`config.mk`:
```
export PLATFORM = sky130hd
export DESIGN_NAME = seq_restoring_divider
export DESIGN_NICKNAME = d
export VERILOG_FILES = /design/src/rtl/seq_restoring_divider_pkg.sv /design/src/rtl/seq_restoring_divider_div_step.sv /design/src/rtl/seq_restoring_divider.sv
export SDC_FILE = /design/constraint.sdc
export NUM_CORES = 1
export LEC_CHECK = 0
export CAP_MARGIN = 40
export CORE_MARGIN = 4
export CORE_UTILIZATION = 44
export DETAILED_ROUTE_END_ITERATION = 8
export HOLD_SLACK_MARGIN = 0.08
export PLACE_DENSITY = 0.8
export SLEW_MARGIN = 20
export SYNTH_ARGS = -nofsm -noshare
export SYNTH_HDL_FRONTEND = slang
export SYNTH_SLANG_ARGS = --single-unit
```
`constraint.sdc`:
```
create_clock -name clk -period 2.3 [get_ports clk]
set_input_delay 0.23 -clock clk [delete_from_list [all_inputs] [get_ports clk]]
set_output_delay 0.23 -clock clk [all_outputs]
set_load 0.02 [all_outputs]
```
`src/rtl/seq_restoring_divider_pkg.sv`:
```
// Shared types and constants for the sequential restoring divider.
package seq_restoring_divider_pkg;

  localparam int unsigned DW_DEF = 8;
  localparam int unsigned VW_DEF = 4;

  typedef enum logic [1:0] {
    S_IDLE = 2'd0,
    S_RUN  = 2'd1,
    S_DONE = 2'd2
  } div_state_t;

  // Bits needed to hold values 0..n, i.e. ceil(log2(n+1)).
  function automatic int unsigned cnt_width(input int unsigned n);
    int unsigned w;
    w = 1;
    while ((1 << w) < (n + 1)) w = w + 1;
    return w;
  endfunction

endpackage

```
`src/rtl/seq_restoring_divider_div_step.sv`:
```
// One combinational restoring-division step: shift in a dividend bit,
// try to subtract the divisor, keep the difference when it does not borrow.
import seq_restoring_divider_pkg::*;

module div_step #(
  parameter int unsigned VW = VW_DEF
) (
  input  logic [VW:0]   i_prem,
  input  logic          i_bit,
  input  logic [VW-1:0] i_divisor,
  output logic [VW:0]   o_prem,
  output logic          o_qbit
);

  logic [VW+1:0] w_shift;
  logic [VW:0]   w_diff;

  // A non-negative trial (no borrow) is the same as shifted >= divisor; the
  // difference then always fits in VW+1 bits.
  always_comb begin
    w_shift = {i_prem, i_bit};
    w_diff  = w_shift[VW:0] - {1'b0, i_divisor};
    o_qbit  = (w_shift >= {2'b00, i_divisor});
    o_prem  = o_qbit ? w_diff : w_shift[VW:0];
  end

endmodule

```
`src/rtl/seq_restoring_divider.sv`:
```
// Iterative unsigned restoring divider with start/busy/done handshake,
// producing one quotient bit per clock.
import seq_restoring_divider_pkg::*;

module seq_restoring_divider #(
  parameter int unsigned DW = DW_DEF,
  parameter int unsigned VW = VW_DEF
) (
  input  logic          clk,
  input  logic          rst,
  input  logic          start,
  input  logic [DW-1:0] dividend,
  input  logic [VW-1:0] divisor,
  output logic          busy,
  output logic          done,
  output logic [DW-1:0] quotient,
  output logic [VW-1:0] remainder,
  output logic          div_zero
);

  localparam int unsigned CW = cnt_width(DW);
  localparam logic [CW-1:0] LAST_STEP = CW'(DW - 1);
  localparam logic [CW-1:0] CNT_MAX   = '1;

  div_state_t    r_state;
  div_state_t    w_next;
  logic          w_accept;

  logic [DW-1:0] r_quo;
  logic [VW:0]   r_prem;
  logic [VW-1:0] r_div;
  logic [CW-1:0] r_cnt;

  logic [VW:0]   w_prem_next;
  logic          w_qbit;
  logic [DW-1:0] w_quo_next;

  div_step #(.VW(VW)) u_step (
    .i_prem    (r_prem),
    .i_bit     (r_quo[DW-1]),
    .i_divisor (r_div),
    .o_prem    (w_prem_next),
    .o_qbit    (w_qbit)
  );

  assign w_quo_next = {r_quo[DW-2:0], w_qbit};

  // State register.
  always_ff @(posedge clk or posedge rst) begin
    if (rst) r_state <= S_IDLE;
    else     r_state <= w_next;
  end

  // Next-state logic and handshake outputs.
  always_comb begin
    w_next   = r_state;
    busy     = 1'b0;
    done     = 1'b0;
    w_accept = 1'b0;
    case (r_state)
      S_IDLE: begin
        w_accept = start;
        if (start) w_next = S_RUN;
      end
      S_RUN: begin
        busy = 1'b1;
        if (r_div == '0 || r_cnt == LAST_STEP) w_next = S_DONE;
      end
      S_DONE: begin
        done     = 1'b1;
        w_accept = start;
        w_next   = start ? S_RUN : S_IDLE;
      end
      default: w_next = S_IDLE;
    endcase
  end

  // Operand load, one restoring step per RUN cycle, result capture.
  always_ff @(posedge clk or posedge rst) begin
    if (rst) begin
      r_quo     <= '0;
      r_prem    <= '0;
      r_div     <= '0;
      r_cnt     <= '0;
      quotient  <= '0;
      remainder <= '0;
      div_zero  <= 1'b0;
    end else if (w_accept) begin
      r_quo     <= dividend;
      r_prem    <= '0;
      r_div     <= divisor;
      r_cnt     <= '0;
      quotient  <= '0;
      remainder <= '0;
      div_zero  <= 1'b0;
    end else if (r_state == S_RUN) begin
      if (r_div == '0) begin
        quotient  <= '1;
        remainder <= '0;
        div_zero  <= 1'b1;
      end else begin
        r_quo  <= w_quo_next;
        r_prem <= w_prem_next;
        if (r_cnt != CNT_MAX) r_cnt <= r_cnt + 1'b1;
        if (r_cnt == LAST_STEP) begin
          quotient  <= w_quo_next;
          remainder <= w_prem_next[VW-1:0];
        end
      end
    end
  end

endmodule

```
Yosys cells after proc, flatten, opt, wreduce, memory -nomap -nowiden
Index checks and enable logic that the tools add are counted.
{"block": "word_totals", "register_bits": 36, "latch_bits": 0, "mem_bits_rw": 0, "mem_bits_ro": 0, "in_bits": 15, "out_inout_bits": 15, "elab_cells": 60, "n_memories": 0}
{"block": "op_classes", "n_addsub": 2, "multipliers": 0, "n_div": 0, "order_cmp": 1, "n_eq_ne": 7, "shifts": 0, "mux": 29, "n_bitwise": 0, "reduce_logical": 13}
{"cell": "$mux W8", "count": 7}
{"cell": "$mux W4", "count": 8}
{"cell": "$mux W5", "count": 4}
{"cell": "$reduce_and A2 Y1", "count": 4}
{"cell": "$mux W1", "count": 7}
{"cell": "$ge A6 B4 Y1", "count": 1}
{"cell": "$ne A2 B2 Y1 const B", "count": 3}
{"cell": "$pmux W2 S3", "count": 1}
{"cell": "$reduce_bool A2 Y1", "count": 3}
{"cell": "$sub A5 B4 Y5", "count": 1}
{"cell": "$add A4 B1 Y4 const B", "count": 1}
{"cell": "$eq A4 B3 Y1 const B", "count": 1}
{"cell": "$logic_not A4 Y1", "count": 1}
{"cell": "$mux W2", "count": 2}
{"cell": "$ne A4 B4 Y1 const B", "count": 1}
{"cell": "$reduce_and A3 Y1", "count": 1}
{"cell": "$reduce_bool A3 Y1", "count": 1}
{"cell": "$eq A2 B1 Y1 const B", "count": 1}
{"cell": "$eq A2 B2 Y1 const B", "count": 1}
{"cell": "$logic_not A2 Y1", "count": 1}
{"cell": "$reduce_or A2 Y1", "count": 1}
{"cell": "$logic_or A1 B1 Y1", "count": 1}

Depth between registers and ports, before layout
Gate-level depths: netlist of the first run.
{"block": "logic_depth", "ltp_word": 6, "ltp_mapped": 8, "depth_no_buf": 8}

Hierarchy
Synthesis of the first run repeated with hierarchy kept, for this count alone.
{"block": "unflattened", "cells_unflattened": 179, "area_unflattened_um2": 1840.5}
{"module": "seq_restoring_divider", "instances": 1, "cells_each": 150, "area_per_inst_um2": 1606.5, "seq_area_each_um2": 900.9}
{"module": "div_step", "instances": 1, "cells_each": 29, "area_per_inst_um2": 234.0, "seq_area_each_um2": 0.0}

Worst setup path before layout of the first run
No wires, ideal clock.
{"block": "synth_timing", "kind": "reg2reg", "startpoint": "register r_quo[7]", "endpoint": "register remainder[0]", "setup_time_ps": 83, "arrival_ps": 2296, "required_ps": 2217, "slack_ps": -78, "stages_incl_launch_ff": 9, "n_path_buf": 0, "period_less_slack_ps": 2378, "cell_sequence": "dfrtp_1 inv_1 ha_1 inv_1 fa_1 a21o_1 a2111oi_4 mux2_2 o22ai_1"}
{"block": "synth_via", "elab_chain_cells": 6, "elab_cells_between_ends": 7, "classes_between": "1 x add/sub; 1 x order compare; 5 x mux"}
{"element": "start: declaration", "line": "seq_restoring_divider.sv:29", "source": "logic [DW-1:0] r_quo;"}
{"element": "start signal: assignment", "line": "seq_restoring_divider.sv:89", "source": "r_quo <= dividend;"}
{"element": "start signal: assignment", "line": "seq_restoring_divider.sv:102", "source": "r_quo <= w_quo_next;"}
{"element": "$sub A5 B4 Y5 / $ge A6 B4 Y1 (equally long branches)", "line": "seq_restoring_divider_div_step.sv:22, seq_restoring_divider_div_step.sv:23"}
{"element": "$mux W5 *", "line": "seq_restoring_divider_div_step.sv:24", "source": "o_prem = o_qbit ? w_diff : w_shift[VW:0];"}
{"element": "$mux W4 *", "line": "seq_restoring_divider.sv:105", "source": "if (r_cnt == LAST_STEP) begin"}
{"element": "$mux W4 *", "line": "seq_restoring_divider.sv:97", "source": "if (r_div == '0) begin"}
{"element": "$mux W4 *", "line": "seq_restoring_divider.sv:96", "source": "end else if (r_state == S_RUN) begin"}
{"element": "$mux W4 *", "line": "seq_restoring_divider.sv:88", "source": "end else if (w_accept) begin"}
{"element": "end signal: assignment", "line": "seq_restoring_divider.sv:107", "source": "remainder <= w_prem_next[VW-1:0];"}
{"element": "end: declaration", "line": "seq_restoring_divider.sv:17", "source": "output logic [VW-1:0] remainder,"}
Mark *: on every way between the ends. The rest lies on a longest branch, timed or not. The select of a mux whose other input is x is not followed.
A chain may end at the register's enable or synchronous reset.

Worst setup path after layout of the first run
{"block": "layout_timing", "startpoint": "register r_quo[7]", "endpoint": "register remainder[3]"}
The elaborated chain is that of the path after synthesis.

==> results of run 1 <==
==> through the flow <==
stage / instance area (um^2) / setup TNS [ns] / power, mW / instances
after floorplan: 1750 / 0 / 2.40 / 177
after global placement: 2130 / 0 / 2.89 / 253
after detailed placement: 2130 / -0.0496 / 2.94 / 253
after CTS: 2300 / 0 / 3.82 / 263
after global routing: 2340 / -0.249 / 4.20 / 264
final: 2340 / 0 / 3.90 / 264
==> sequential cells by signal, summed over array words and instances, names as in the netlist <==
| name | flops |
|---|---|
| r_cnt | 4 |
| remainder | 4 |
| quotient | 8 |
| r_state | 2 |
| div_zero | 1 |
| r_quo | 8 |
| r_div | 4 |
| r_prem | 5 |
==> area by class of cell <==
| cell class | instances | area, um^2 | share of cell area, % |
|---|---|---|---|
| clock buffer | 5 | 68.8 | 2.95 |
| tap | 48 | 60.1 | 2.57 |
| timing repair buffer | 40 | 377 | 16.1 |
| sequential | 36 | 901 | 38.6 |
| clock inverter | 3 | 90.1 | 3.86 |
| inverter | 13 | 48.8 | 2.09 |
| multi-input combinational | 119 | 791 | 33.9 |
==> how the worst min path moves through the flow <==
stage / start / end
after floorplan: divisor[0] / r_div[0]
after global placement: div_zero / div_zero
after detailed placement: div_zero / div_zero
after CTS: rst / r_prem[0]
after global routing: rst / quotient[1]
final: rst / remainder[0]
==> kinds of logic after synthesis <==
logic type               count (synthesis)  share of synthesized area, %
multiplexers                             4                          2.36
XOR/XNOR                                 3                          1.50
buffers and inverters                   22                          4.87
flip-flops                              36                          51.5
AO/OA/AOI/OAI                           45                          19.3
adder cells (fa/ha/maj)                  6                          4.72
AND/OR/NAND/NOR                         61                          15.7
==> synth_stat cells, drive strengths merged (2+ instances only) <==
master  number  area (um^2)
a31oi        8         50.1
ha           5         62.6
clkbuf       7         26.3
nor2b        2         12.5
xor2         3         26.3
nor4         3         18.8
mux2i        3         30.0
nand2b       2         12.5
o221a        7         78.8
o21ai       12         60.1
nor2        15         56.3
buf          2         10.0
a21oi        6         30.0
inv         13         48.8
nand2       27          104
nor3         2         10.0
nand3        4         20.0
o22ai        3         18.8
dfrtp       36          901
nand3b       2         15.0
==> critical path: stages (launching register included) <==
cell	delay [ns]
dfrtp_1	0.39
inv_2	0.08
ha_4	0.13
inv_2	0.03
fa_2	0.36
a21o_1	0.23
a2111oi_4	0.37
buf_6	0.17
buf_4	0.13
nor2_1	0.05
a21bo_2	0.22
==> report_power, final <==
| group | internal, mW | switching (mW) |
|---|---|---|
| clock network | 0.542 | 0.237 |
| registers | 0.904 | 0.206 |
| logic | 0.945 | 1.06 |
==> per-layer routing <==
metal | GRT usage, % | up-vias
li1 | - | 702
met1 | 24.6 | 676
met2 | 26.1 | 37
met3 | 4.26 | 8
met4 | 7.31 | 0
met5 | 0 | -
==> what timing repair did <==
action | 4_1_cts | 5_1_grt
endpoints found under the setup margin | 5 | 10
hold buffers | 0 | 0
pin swaps | 1 | 7
resized for setup | 1 | 8
buffers inserted | 2 | 1
==> results_dict.tcl, run 1 <==
set metrics [dict create \
    netlist_instances 177 \
    tightest_slew_ns 0.807 \
    synthArstFlopShare_pct 100 \
    setup_slack_ns 0.0164 \
    route.top_layer_used "met4" \
    grt_pass1_wl_um 7020 \
    synth_cell_type_count 37 \
    cp_max_fo 5 \
    p_leak_nw 1.04 \
    clk_latency_ns 0.29 \
    critPathLaunch "r_quo[7]" \
    nFillCells 323 \
    fin_nets 236 \
    cts_tree "done" \
    firstDrtPassIters 4 \
    grt_max_degree 37 \
    initialDrtViolationCount 69 \
    grt_pass1_vias 1482 \
    cp-end-kind "flip-flop" \
    synth_nets 198 \
    antenna_found_initial 0 \
    met2WireLength_um 1850 \
    vias 1423 \
    core_area_um2 3740 \
    status "finished, final reports clean" \
    cts.sinks 36 \
    cts_root_buffer "clkbuf_8" \
    ant_nets 0 \
    die_w_um 71.0 \
    drive_gt1_share_pct 17.1 \
    rsz0062_at_grt "true" \
    synth-seq-cells 36 \
    fmax_mhz 438 \
    area_delta_synth_final_pct 33.6 \
    finClkSkew_ns 0.00619 \
    powerDensity_nw_per_um2 1670 \
    post-route-util_pct 62.4 \
    yosys_warnings 0 \
    dieArea_um2 5050 \
    yosys_most_used_dff "dfrtp_1" \
    timing.rr.end "remainder[3]" \
    setup_violations 0 \
    timing.hold.ws_ns 0.344 \
    ios 30 \
    drc 0 \
    worst-setup-path-type "reg2reg" \
    synth_area_um2 1750 \
    port_buffers 29 \
    drv_cap 0 \
    rows 22 \
    post-place-ws_ns -0.0290 \
    cp_data_arrival_time_ns 2.47 \
    gp_congestion 0.824 \
    wl_met3_um 202 \
    via_per_inst 5.39 \
    critPathLaunchType "flip-flop" \
    dpl.hpwl_um 2720 \
    crit_path_end "remainder[3]" \
    cts_buffers 5 \
    wl_per_cell_um 15.0 \
    slew_viol_final 0 \
    ys_seq_area_share_pct 51.5 \
    peakVddDrop_mv 0.818 \
    final_cell_mix "36 x dfrtp_1, 29 x clkdlybuf4s50_1, 26 x nand2_1, 15 x nor2_1, 11 x inv_1" \
    overflow 0 \
    final_common_cell "dfrtp_1" \
    synth_edf_count 0 \
    antennaDiodeCount 0 \
    die_height_um 71.0 \
    finalWirelength_um 3970 \
    clk_pin_slew_ns 0.08 \
    timing.slew.headroom_pct 46.0 \
    r2r-start "r_quo[7]" \
    initial_utilization_pct 46.7 \
    syn_area_per_cell_um2 9.88 \
    r2r_slack_ns 0.02 \
    crit_required_ns 2.48 \
    rr_worst_depth 10 \
    hold_path_class "in2async" \
    grt.total_usage_pct 17.6 \
    finalHoldViolCount 0 \
    wl_met1_um 1850 \
    fin_crit_ns 2.28 \
    htree_levels 2 \
    clock_path_buffers 2 \
    finalCritPeriodShare_pct 99.3 \
]
Note: power is estimated with default switching activity, not from simulation.
==> inputs of run 2 (changes only) <==
TNS_END_PERCENT = 1   (was unset)
==> run 2 against run 1 <==
Sequential power hardly changed; register-to-register slack hardly changed; first-iteration DRC count is 8.7% higher; maximum frequency hardly changed; hold slack hardly changed; critical path depth stayed put; worst setup slack worse by 0.0012 ns; non-clock buffer count stayed put; final cell count stayed put; total power hardly changed; clock power hardly changed; critical path type unchanged.
==> results_dict.tcl, run 2 (same netlist as run 1, synthesis figures left out) <==
set metrics [dict create \
    cp_data_arrival_time_ns 2.47 \
    pwr-share-clk_pct 20.0 \
    cp-end-kind "flip-flop" \
    slowest_delay_ns 0.39 \
    place_area_um2 2130 \
    nFillCells 323 \
    rr_worst_depth 10 \
    rows 22 \
    cts_tree "done" \
    dieArea_um2 5050 \
    grt_pass1_wl_um 7020 \
    p_comb_share_pct 51.6 \
    critPathLaunch "r_quo[7]" \
    grt_use_met1_pct 24.6 \
    dpl.hpwl_um 2720 \
    crit_required_ns 2.48 \
    via_per_inst 5.40 \
    port_buffers 29 \
    finalCritPeriodShare_pct 99.3 \
    drc 0 \
    critPathLaunchType "flip-flop" \
    drv_cap 0 \
    p_int_mw 2.39 \
    gp_congestion 0.824 \
    top_regs "quotient: 8 flops, r_quo: 8 flops, r_prem: 5 flops" \
    slew_viol_final 0 \
    cpLargestDelayFamily "compound AO/OA/AOI/OAI gates" \
    fin_nets 236 \
    area_delta_synth_final_pct 33.6 \
    wl_per_cell_um 15.0 \
    busiest_layer "met2" \
    multi_input_area_um2 791 \
    tightest_slew_ns 0.807 \
    finalHoldViolCount 0 \
    drive_gt1_share_pct 17.1 \
    die_w_um 71.0 \
    rsz0062_at_grt "true" \
    core_area_um2 3740 \
    grt.total_usage_pct 17.6 \
    grt_pass1_vias 1482 \
    antennaDiodeCount 0 \
    cts_root_buffer "clkbuf_8" \
    grtUsageMet3_pct 4.26 \
    ant_nets 0 \
    grt_max_degree 37 \
    finClkSkew_ns 0.00645 \
    p_switching_mw 1.51 \
    cpMostUsedCell "inv_2" \
    finalSetupTns_ns 0 \
    cp_max_fo 5 \
    crit_path_end "remainder[3]" \
    status "finished, final reports clean" \
    die_height_um 71.0 \
    powerDensity_nw_per_um2 1670 \
    critPathBufInv 4 \
    setup_violations 0 \
    final_cell_mix "36 x dfrtp_1, 29 x clkdlybuf4s50_1, 26 x nand2_1, 15 x nor2_1, 11 x inv_1" \
    clk_pin_slew_ns 0.08 \
    cts_buffers 5 \
    ctsHoldBuffers 0 \
    final_common_cell "dfrtp_1" \
    path_cells "inv_2 -> ha_4 -> inv_2 -> fa_2 -> a21o_1 -> a2111oi_4 -> buf_6 -> buf_4 -> nor2_1 -> a21bo_2" \
    worst-setup-path-type "reg2reg" \
    overflow 0 \
    timing.rr.end "remainder[3]" \
    finalWirelength_um 3970 \
    vias 1425 \
    initial_utilization_pct 46.7 \
    final_cell_area_um2 2340 \
    antenna_found_initial 0 \
    htree_levels 2 \
    peakVddDrop_mv 0.818 \
    slowest_stage "dfrtp_1" \
    fmax_mhz 438 \
    cts.sinks 36 \
    clk_latency_ns 0.29 \
    seqCellArea_um2 901 \
    p_leak_nw 1.04 \
    firstDrtPassIters 4 \
    initialDrtViolationCount 75 \
    timing.slew.headroom_pct 46.0 \
    r2r-start "r_quo[7]" \
    path_depth 10 \
    ios 30 \
    grt.met2_usage_pct 26.1 \
    clock_path_buffers 2 \
    power_frac_seq_pct 28.5 \
    r2r_slack_ns 0.02 \
    hold_path_class "in2async" \
    fin_crit_ns 2.28 \
    sw_frac_of_total_pct 38.7 \
]
run 2: how the worst min path moves through the flow:
stage / end / from / slack, ns
3_5_place_dp: div_zero / div_zero / 0.48
2_1_floorplan: r_div[0] / divisor[0] / 0.34
5_1_grt: quotient[1] / rst / 0.40
6_report: remainder[0] / rst / 0.34
4_1_cts: r_prem[0] / rst / 0.36
3_3_place_gp: div_zero / div_zero / 0.49
run 2: cell type report:
| cell class | instances | area share (%) |
|---|---|---|
| tap | 48 | 2.57 |
| clock inverter | 3 | 3.86 |
| timing repair buffer | 40 | 16.1 |
| clock buffer | 5 | 2.95 |
| inverter | 13 | 2.09 |
| multi-input combinational | 119 | 33.9 |
| sequential | 36 | 38.6 |
run 2: what timing repair did:
item                                    CTS  global route
buffers inserted                          2             1
endpoints found under the setup margin    5            10
pin swaps                                 1             6
gates resized for setup                   1             8
run 2: worst min-delay path, stage by stage:
cell	delay [ns]
clkdlybuf4s50_1	0.39
inv_1	0.05
buf_4	0.40
run 2: through the flow:
stage                     utilization [%]  std cells  power, mW  worst slack [ns]  hold WS [ns]
after floorplan                         -        177       2.40           0.00389         0.335
after global placement               56.8        253       2.89            0.0298         0.491
after detailed placement             56.8        253       2.94           -0.0290         0.481
after CTS                            61.5        263       3.82            0.0177         0.361
after global routing                 62.4        264       4.20           -0.0549         0.402
final                                62.4        264       3.90            0.0151         0.344
run 2: routing by layer:
metal | wire [um] | up-vias
met5 | 0 | -
met4 | 68 | 0
met3 | 202 | 8
met2 | 1850 | 37
met1 | 1850 | 679
li1 | - | 701
run 2: power groups by stage:
stage          combinational, mW  clock [mW]  sequential (mW)
6_report                    2.01       0.780             1.11
5_1_grt                     2.23       0.818             1.15
4_1_cts                     1.92       0.792             1.10
3_5_place_dp                1.84           0             1.11
3_3_place_gp                1.79           0             1.10
2_1_floorplan               1.25           0             1.14
==> inputs of run 3 (changes only) <==
GPL_TIMING_DRIVEN = 0   (was unset)
==> run 3 against run 2 <==
Global-route usage is 0.11 points lower; hold slack better by 0.035 ns; total power shrank 5.2%; largest power group unchanged.
==> results_dict.tcl, run 3 (same netlist as run 1, synthesis figures left out) <==
set metrics [dict create \
    status "finished, final reports clean" \
    htree_levels 2 \
    core_area_um2 3740 \
    worst-setup-path-type "reg2reg" \
    fin_crit_ns 2.24 \
    rows 22 \
    crit_required_ns 2.45 \
    p_leak_nw 1.01 \
    timing.slew.headroom_pct 51.3 \
    tightest_slew_ns 0.729 \
    ant_nets 0 \
    grt.met2_usage_pct 28.5 \
    via_per_inst 5.41 \
    setup_violations 0 \
    busiest_layer "met2" \
    peakVddDrop_mv 0.725 \
    cp_max_fo 6 \
    firstDrtPassIters 4 \
    antenna_found_initial 0 \
    die_height_um 71.0 \
    critPathLaunchType "flip-flop" \
    drive_gt1_share_pct 16.4 \
    slowest_stage "dfrtp_1" \
    slew_viol_final 0 \
    grt.total_usage_pct 17.5 \
    grtUsageMet3_pct 4.26 \
    cts_buffers 5 \
    critPathBufInv 3 \
    final_cell_mix "35 x dfrtp_1, 29 x clkdlybuf4s50_1, 26 x nand2_1, 15 x nor2_1, 11 x inv_1" \
    clk_latency_ns 0.29 \
    cts.sinks 36 \
    cpLargestDelayFamily "compound AO/OA/AOI/OAI gates" \
    grt_pass1_vias 1487 \
    finalCritPeriodShare_pct 97.3 \
    vias 1451 \
    final_common_cell "dfrtp_1" \
    finalHoldViolCount 0 \
    ios 30 \
    grt_max_degree 37 \
    finalWirelength_um 4150 \
    clk_pin_slew_ns 0.07 \
    drv_cap 0 \
    cp_data_arrival_time_ns 2.39 \
    area_delta_synth_final_pct 30.7 \
    drc 0 \
    dieArea_um2 5050 \
    top_regs "quotient: 8 flops, r_quo: 8 flops, r_prem: 5 flops" \
    finalSetupTns_ns 0 \
    timing.hold.ws_ns 0.379 \
    clock_path_buffers 2 \
    port_buffers 29 \
    hold_path_class "in2async" \
    post-route-util_pct 61.0 \
    fmax_mhz 447 \
    cts_root_buffer "clkbuf_8" \
    initial_utilization_pct 46.7 \
    slowest_delay_ns 0.40 \
    fin_nets 241 \
    initialDrtViolationCount 99 \
    cp-end-kind "flip-flop" \
    rsz0062_at_grt "true" \
    gp_congestion 0.885 \
    grt_use_met1_pct 22.4 \
    overflow 0 \
    die_w_um 71.0 \
    finClkSkew_ns 0.00918 \
    cts_tree "done" \
    antennaDiodeCount 0 \
    grt_pass1_wl_um 6880 \
    powerDensity_nw_per_um2 1620 \
    path_cells "inv_2 -> ha_4 -> inv_1 -> fa_2 -> a21o_1 -> a2111oi_4 -> buf_6 -> mux2i_2 -> o22ai_1" \
    dpl.hpwl_um 2820 \
    wl_per_cell_um 15.5 \
]
==> run 3: cell count changes in the layout (fill, tap and decap cells not counted), sizes merged <==
cell	before	now
buf	11	9
bufinv	3	0
clkbuf	5	14
==> run 3: final cells by class <==
type | instances | area [um^2]
inverters | 13 | 48.8
well taps | 48 | 60.1
plain buffers | 9 | 36.3
fillers | 318 | 1460
flip-flops and latches | 36 | 902
multi-input cells | 119 | 795
repair buffers | 36 | 347
clock buffers | 7 | 96.3
==> run 3: final timing paths <==
| path | from | endpoint | slack, ns | depth (start not counted) |
|---|---|---|---|---|
| max in group asynchronous | rst | r_div[0] | 1.41 | 2 |
| worst min-delay path | rst | r_prem[1] | 0.38 | 2 |
| min in group clk | divisor[0] | r_div[0] | 0.47 | 3 |
| worst max register to register | r_quo[7] | remainder[1] | 0.06 | 9 |
| worst max-delay path | r_quo[7] | remainder[1] | 0.06 | 9 |
| worst min register to register | remainder[0] | remainder[0] | 0.51 | 2 |
==> run 3: timing repair <==
item,4_1_cts,5_1_grt
pin swaps,3,4
resized for setup,5,5
buffers inserted,4,3
endpoints found under the setup margin,9,8
hold buffers,0,0
==> run 3: where the power goes <==
group | internal [mW] | total, mW | switching, mW
Sequential | 0.906 | 1.12 | 0.215
Combinational | 0.983 | 2.09 | 1.11
Clock | 0.267 | 0.489 | 0.222
Total | 2.16 | 3.70 | 1.54
==> run 3: routing by layer <==
layer / share of wire [%] / wire length (um)
met1: 45 / 1880
met3: 4.8 / 199
met4: 1.3 / 56
met5: 0 / 0
met2: 49 / 2010
==> run 3: per-stage QoR <==
| stage | power (mW) | cells | area [um^2] | setup WS [ns] |
|---|---|---|---|---|
| 2_1_floorplan | 2.40 | 177 | 1750 | 0.00389 |
| 3_3_place_gp | 2.87 | 254 | 2100 | -0.219 |
| 3_5_place_dp | 2.90 | 254 | 2100 | -0.244 |
| 4_1_cts | 3.53 | 265 | 2250 | 0.00917 |
| 5_1_grt | 3.99 | 268 | 2280 | -0.0397 |
| 6_report | 3.70 | 268 | 2280 | 0.0625 |
==> edit 1 (flow settings as in run 3) <==
Add an input register stage for `start`, `dividend` and `divisor`, without a reset; this delays them by one clock. Comments in the files are not updated.
--- a/src/rtl/seq_restoring_divider.sv
+++ b/src/rtl/seq_restoring_divider.sv
@@ -23,2 +23,12 @@
   localparam logic [CW-1:0] CNT_MAX   = '1;
+
+  logic start_q;
+  logic [DW-1:0] dividend_q;
+  logic [VW-1:0] divisor_q;
+
+  always_ff @(posedge clk) begin
+    start_q    <= start;
+    dividend_q <= dividend;
+    divisor_q  <= divisor;
+  end
 
@@ -61,4 +71,4 @@
       S_IDLE: begin
-        w_accept = start;
-        if (start) w_next = S_RUN;
+        w_accept = start_q;
+        if (start_q) w_next = S_RUN;
       end
@@ -70,4 +80,4 @@
         done     = 1'b1;
-        w_accept = start;
-        w_next   = start ? S_RUN : S_IDLE;
+        w_accept = start_q;
+        w_next   = start_q ? S_RUN : S_IDLE;
       end
@@ -88,5 +98,5 @@
     end else if (w_accept) begin
-      r_quo     <= dividend;
+      r_quo     <= dividend_q;
       r_prem    <= '0;
-      r_div     <= divisor;
+      r_div     <= divisor_q;
       r_cnt     <= '0;
Behaviour: not the same (Yosys sat finds a counterexample within 4 cycles, from zero or initial values and one cycle with rst high).
==> edit 1 against run 3 <==
Sequential cell count increased by 13. Final area increased by 8.3%. Routed wire length decreased by 7.7%. Sequential power increased by 23%. Area after synthesis increased by 14%. Total power increased by 6.5%. Setup slack improved by 86 ps. Critical path type unchanged. Critical endpoint is now remainder[0].
==> edit 1: results (changes against run 3) <==
[detailed_routing]
dr_wl_met2_um = 1760  ; -12%
wl_met3_um = 194  ; -2.5%
vias_per_cell = 5.32  ; -1.7%
totalWireLength_um = 3830  ; -7.7%
drtIter0Drc = 94  ; -5.1%
met1_length_um = 1780  ; -5.2%

[placement]
dp_cells = 262  ; +3.1%
dp_hpwl_um = 2770  ; -1.9%
gp_congestion = 0.847  ; -4.3%
postPlaceCellArea_um2 = 2340  ; +11%

[logic_synthesis]
ys_types = 39  ; +5.4%
yosysSeqAreaShare = 0.585  ; +0.0694
syn_nets = 202  ; +2.0%
synth_common_cells = dfrtp_1 (36), nand2_1 (28), nor2_1 (16), dfxtp_1 (13), a31oi_1 (8)
synth_fa_ha_area_frac = 0.0416  ; -0.00566
yosys-top-cells-area = dfrtp_1 (45%), dfxtp_1 (13%), nand2_1 (5.3%), o221a_1 (3.4%), ha_1 (3.2%)
synth_area_per_cell_um2 = 11.0  ; +11%
synthMuxAreaShare = 0.0328  ; +0.00914
synth-xor-area-share = 0.0132  ; -0.00180

[pwr]
leakagePower_nw = 1.10  ; +8.4%
irDropWorstVdd_v = 0.000632  ; -13%

[final_layout]
drive_gt1_frac = 0.106  ; -0.0581
fill_cells = 357  ; +12%
num-nets-final = 238  ; -1.2%
largest_registers = dividend_q x8, quotient x8, r_quo x8
instances_no_fill = 270  ; +0.75%

[status]
status = completed

[hold_path]
hold_class = in2async

[clock_network]
insertion_delay_ps = 310  ; +20 ps
cts.clk_slew.worst_paths_ps = 90  ; +20 ps
post_cts_resized = 0  ; -5
cts_setup_buffers = 0  ; -4

[global_route]
grt_use_met1 = 0.208  ; -0.0161
track_usage = 0.156  ; -0.0188
grt_pass1_vias = 1416  ; -4.8%
grt_pass1_wl_um = 6490  ; -5.6%
grt_util_met2 = 0.240  ; -0.0454

[critical_path]
crit_path_top_delay_cell = fa_1
cp_top_family = adder cells
crit_arrival_ps = 2390  ; about the same

[timing]
slew_headroom = 0.517  ; +0.00360
clock_skew_ps = 6.10  ; -3.08 ps

==> edit 1: layout make-up <==
| type | count | area (um2) | share of cell area |
|---|---|---|---|
| timing repair buffer | 29 | 290 | 0.117 |
| multi-input combinational | 116 | 753 | 0.304 |
| buffer | 9 | 45.0 | 0.0182 |
| inverter | 7 | 26.3 | 0.0106 |
| clock inverter | 3 | 65.1 | 0.0263 |
| clock buffer | 5 | 68.8 | 0.0278 |
| tap | 52 | 65.1 | 0.0263 |
| sequential | 49 | 1160 | 0.469 |
==> edit 1: stage by stage <==
| stage | total power [mW] | setup WS [ps] |
|---|---|---|
| global placement | 3.17 | 194 |
| floorplan | 2.71 | 343 |
| global route | 4.26 | 14.0 |
| CTS | 3.97 | 145 |
| finish | 3.94 | 149 |
| detailed placement | 3.24 | 165 |
==> edit 1: logic make-up after synthesis <==
logic type / count (synthesis)
AND/OR/NAND/NOR: 62
flip-flops: 49
AO/OA/AOI/OAI: 39
buffers and inverters: 16
multiplexers: 6
adder cells (fa/ha/maj): 6
XOR/XNOR: 3
==> edit 1: power by group <==
group | switching (mW) | total, mW | internal, mW
clock | 0.282 | 0.713 | 0.432
combinational | 0.992 | 1.85 | 0.855
sequential | 0.228 | 1.38 | 1.15
==> edit 1: worst paths after layout <==
| check | to | slack [ps] | cells past startpoint | from |
|---|---|---|---|---|
| min reg2reg | r_div[0] | 420 | 2 | divisor_q[0] |
| max in group asynchronous | remainder[3] | 1480 | 2 | rst |
| max | remainder[0] | 150 | 8 | r_quo[7] |
| min in group clk | dividend_q[7] | 350 | 1 | dividend[7] |
| max reg2reg | remainder[0] | 150 | 8 | r_quo[7] |
| min | remainder[0] | 350 | 2 | rst |
==> edit 2 (settings of run 3) <==
Made on the original files. Change the package constant `VW_DEF` from 4 to 8.
--- a/src/rtl/seq_restoring_divider_pkg.sv
+++ b/src/rtl/seq_restoring_divider_pkg.sv
@@ -4,3 +4,3 @@
   localparam int unsigned DW_DEF = 8;
-  localparam int unsigned VW_DEF = 4;
+  localparam int unsigned VW_DEF = 8;
 
Interface: changed (resized divisor and remainder); port bits go from 30 to 38. No check against the original RTL was run, so the function may have changed too.
==> edit 2 against run 3 <==
The run now ends with setup timing left. Via count grew 52%. Combinational power grew 74%. Highest routed layer unchanged. Sequential power grew 43%. Area after synthesis increased by 45%. Routed wire length is 51% higher. Final area rose by 38%. Sequential cell count rose by 12. Total power increased by 55%. Utilization is 3.9 points lower. Setup slack got worse by 230 ps.
==> edit 2: results (changes against run 3) <==
[status]
status = complete, but fails checks
violations = setup timing

[critical_path]
slowest_delay_ps = 440  ; +40 ps
rr_endpoint = remainder[3]
crit_path_top_delay_cell = dfrtp_1
crit_required_ps = 2480  ; +30 ps
path_class = reg2reg
crit_path_start = r_div[0]
crit_fanout = 5  ; -1

[placement]
dp_hpwl_um = 4680  ; +66%
gp_congestion = 0.910  ; +2.8%
postPlaceCellArea_um2 = 3020  ; +44%
io_buffers = 37  ; +28%

[pwr]
irDropWorstVdd_v = 0.00110  ; +51%
intPower_mw = 3.07  ; +43%
leakagePower_nw = 1.34  ; +33%

[final_layout]
num-nets-final = 348  ; +44%
regMostFlops = r_prem
fill_cells = 508  ; +60%
drive_gt1_frac = 0.125  ; -0.0386
diodes = 0  ; unchanged

[timing]
setup_viol_count_final = 16  ; +16
clock_skew_ps = 8.58  ; -0.598 ps
setup_ws_ps = -169  ; -232 ps
tightest_slew_ps = 736  ; +6.63 ps

[global_route]
grt_pass1_vias = 2100  ; +41%
grt_max_degree = 35  ; -5.4%
track_usage = 0.185  ; +0.0103
grt_pass1_wl_um = 10400  ; +51%

[logic_synthesis]
synthMuxAreaShare = 0.0282  ; +0.00458
yosysSeqAreaShare = 0.475  ; -0.0404
yosys-top-cells-area = dfrtp_1 (48%), o21ai_0 (6.1%), nand2_1 (5.6%), ha_1 (4.5%), o221a_2 (3.1%)
synth_common_cells = dfrtp_1 (48), nand2_1 (38), o21ai_0 (31), nor2_1 (19), a21oi_1 (15)
synth-xor-area-share = 0.0139  ; -0.00118
ys_types = 39  ; +5.4%
synth-async-reset-ratio = 1.00  ; unchanged
synth_compound_area_frac = 0.212  ; +0.0192
syn_nets = 299  ; +51%
synth_fa_ha_area_frac = 0.0524  ; +0.00521
synth_area_per_cell_um2 = 9.37  ; -5.2%

[detailed_routing]
drtAntennaViolNets = 0  ; unchanged
vias = 2208  ; +52%
drtIter0Drc = 201  ; +100%
totalWireLength_um = 6270  ; +51%

[clock_network]
cts.clk_slew.worst_paths_ps = 90  ; +20 ps
insertion_delay_ps = 310  ; +20 ps

[die]
start_util = 0.456  ; -0.0105

-- edit 2: changes by cell type in the layout (fill, tap and decap cells not counted), moves of 6 or more --
cell / change
nand3_1: +6
a21oi_1: +8
o21ai_0: +18
dfrtp_1: +13
nand2_1: +12
o21ai_1: +6
clkdlybuf4s50_1: +8
-- edit 2: repair_timing --
item	4_1_cts	5_1_grt
buffers inserted	4	0
gates resized for setup	2	8
endpoints found under the setup margin	18	22
pin swaps	2	1
-- edit 2: area by class of cell --
cell class / count / area, um2 / area share
Inverter: 11 / 41.3 / 0.0131
Multi-Input combinational cell: 197 / 1260 / 0.397
Clock inverter: 3 / 18.8 / 0.00593
Tap cell: 72 / 90.1 / 0.0285
Timing Repair Buffer: 42 / 420 / 0.133
Buffer: 14 / 66.3 / 0.0210
Clock buffer: 5 / 68.8 / 0.0218
Sequential cell: 48 / 1200 / 0.380
-- edit 2: routing by layer --
layer | part of all wire | up-vias | GRT usage
li1 | - | 1065 | -
met1 | 0.45 | 1061 | 0.262
met2 | 0.48 | 74 | 0.286
met3 | 0.053 | 8 | 0.0385
met4 | 0.015 | 0 | 0.0556
met5 | 0 | - | 0
-- edit 2: cells by family (layout without fill, tap and decap cells) --
family          count (synthesis)  count (layout)
flops                          48              48
buf+inv                        25              75
simple gates                   95              95
xor+xnor                        4               4
fa+ha+maj                      10              10
mux                             7               7
compound gates                 81              81
-- edit 2: worst max-delay path: cells and delay by family, from the launching register on --
family | cells | cell delay, ps
compound gates | 4 | 830
flops | 1 | 440
mux | 1 | 230
buf+inv | 2 | 270
fa+ha+maj | 2 | 560
-- edit 2: through the flow --
stage / std cells / setup TNS, ps / setup slack (ps)
6_report: 392 / -1830 / -169
5_1_grt: 392 / -3330 / -242
4_1_cts: 392 / -2380 / -196
3_5_place_dp: 380 / -4510 / -384
3_3_place_gp: 379 / -4120 / -363
2_1_floorplan: 270 / -445 / -91.8
-- edit 2: how the worst min path moves through the flow --
stage | startpoint | to | slack, ps | cells past startpoint
3_3_place_gp | div_zero | div_zero | 470 | 2
4_1_cts | rst | r_cnt[3] | 200 | 2
2_1_floorplan | divisor[0] | r_div[0] | 340 | 2
3_5_place_dp | remainder[1] | remainder[1] | 470 | 2
6_report | rst | r_cnt[3] | 190 | 2
5_1_grt | rst | r_cnt[3] | 230 | 2
-- edit 2: power groups by stage --
| stage | Sequential (mW) | Clock [mW] | Combinational, mW |
|---|---|---|---|
| 5_1_grt | 1.65 | 0.551 | 4.01 |
| 6_report | 1.60 | 0.506 | 3.64 |
| 4_1_cts | 1.59 | 0.510 | 3.54 |
| 3_5_place_dp | 1.60 | 0 | 3.39 |
| 2_1_floorplan | 1.66 | 0 | 2.36 |
| 3_3_place_gp | 1.57 | 0 | 3.28 |
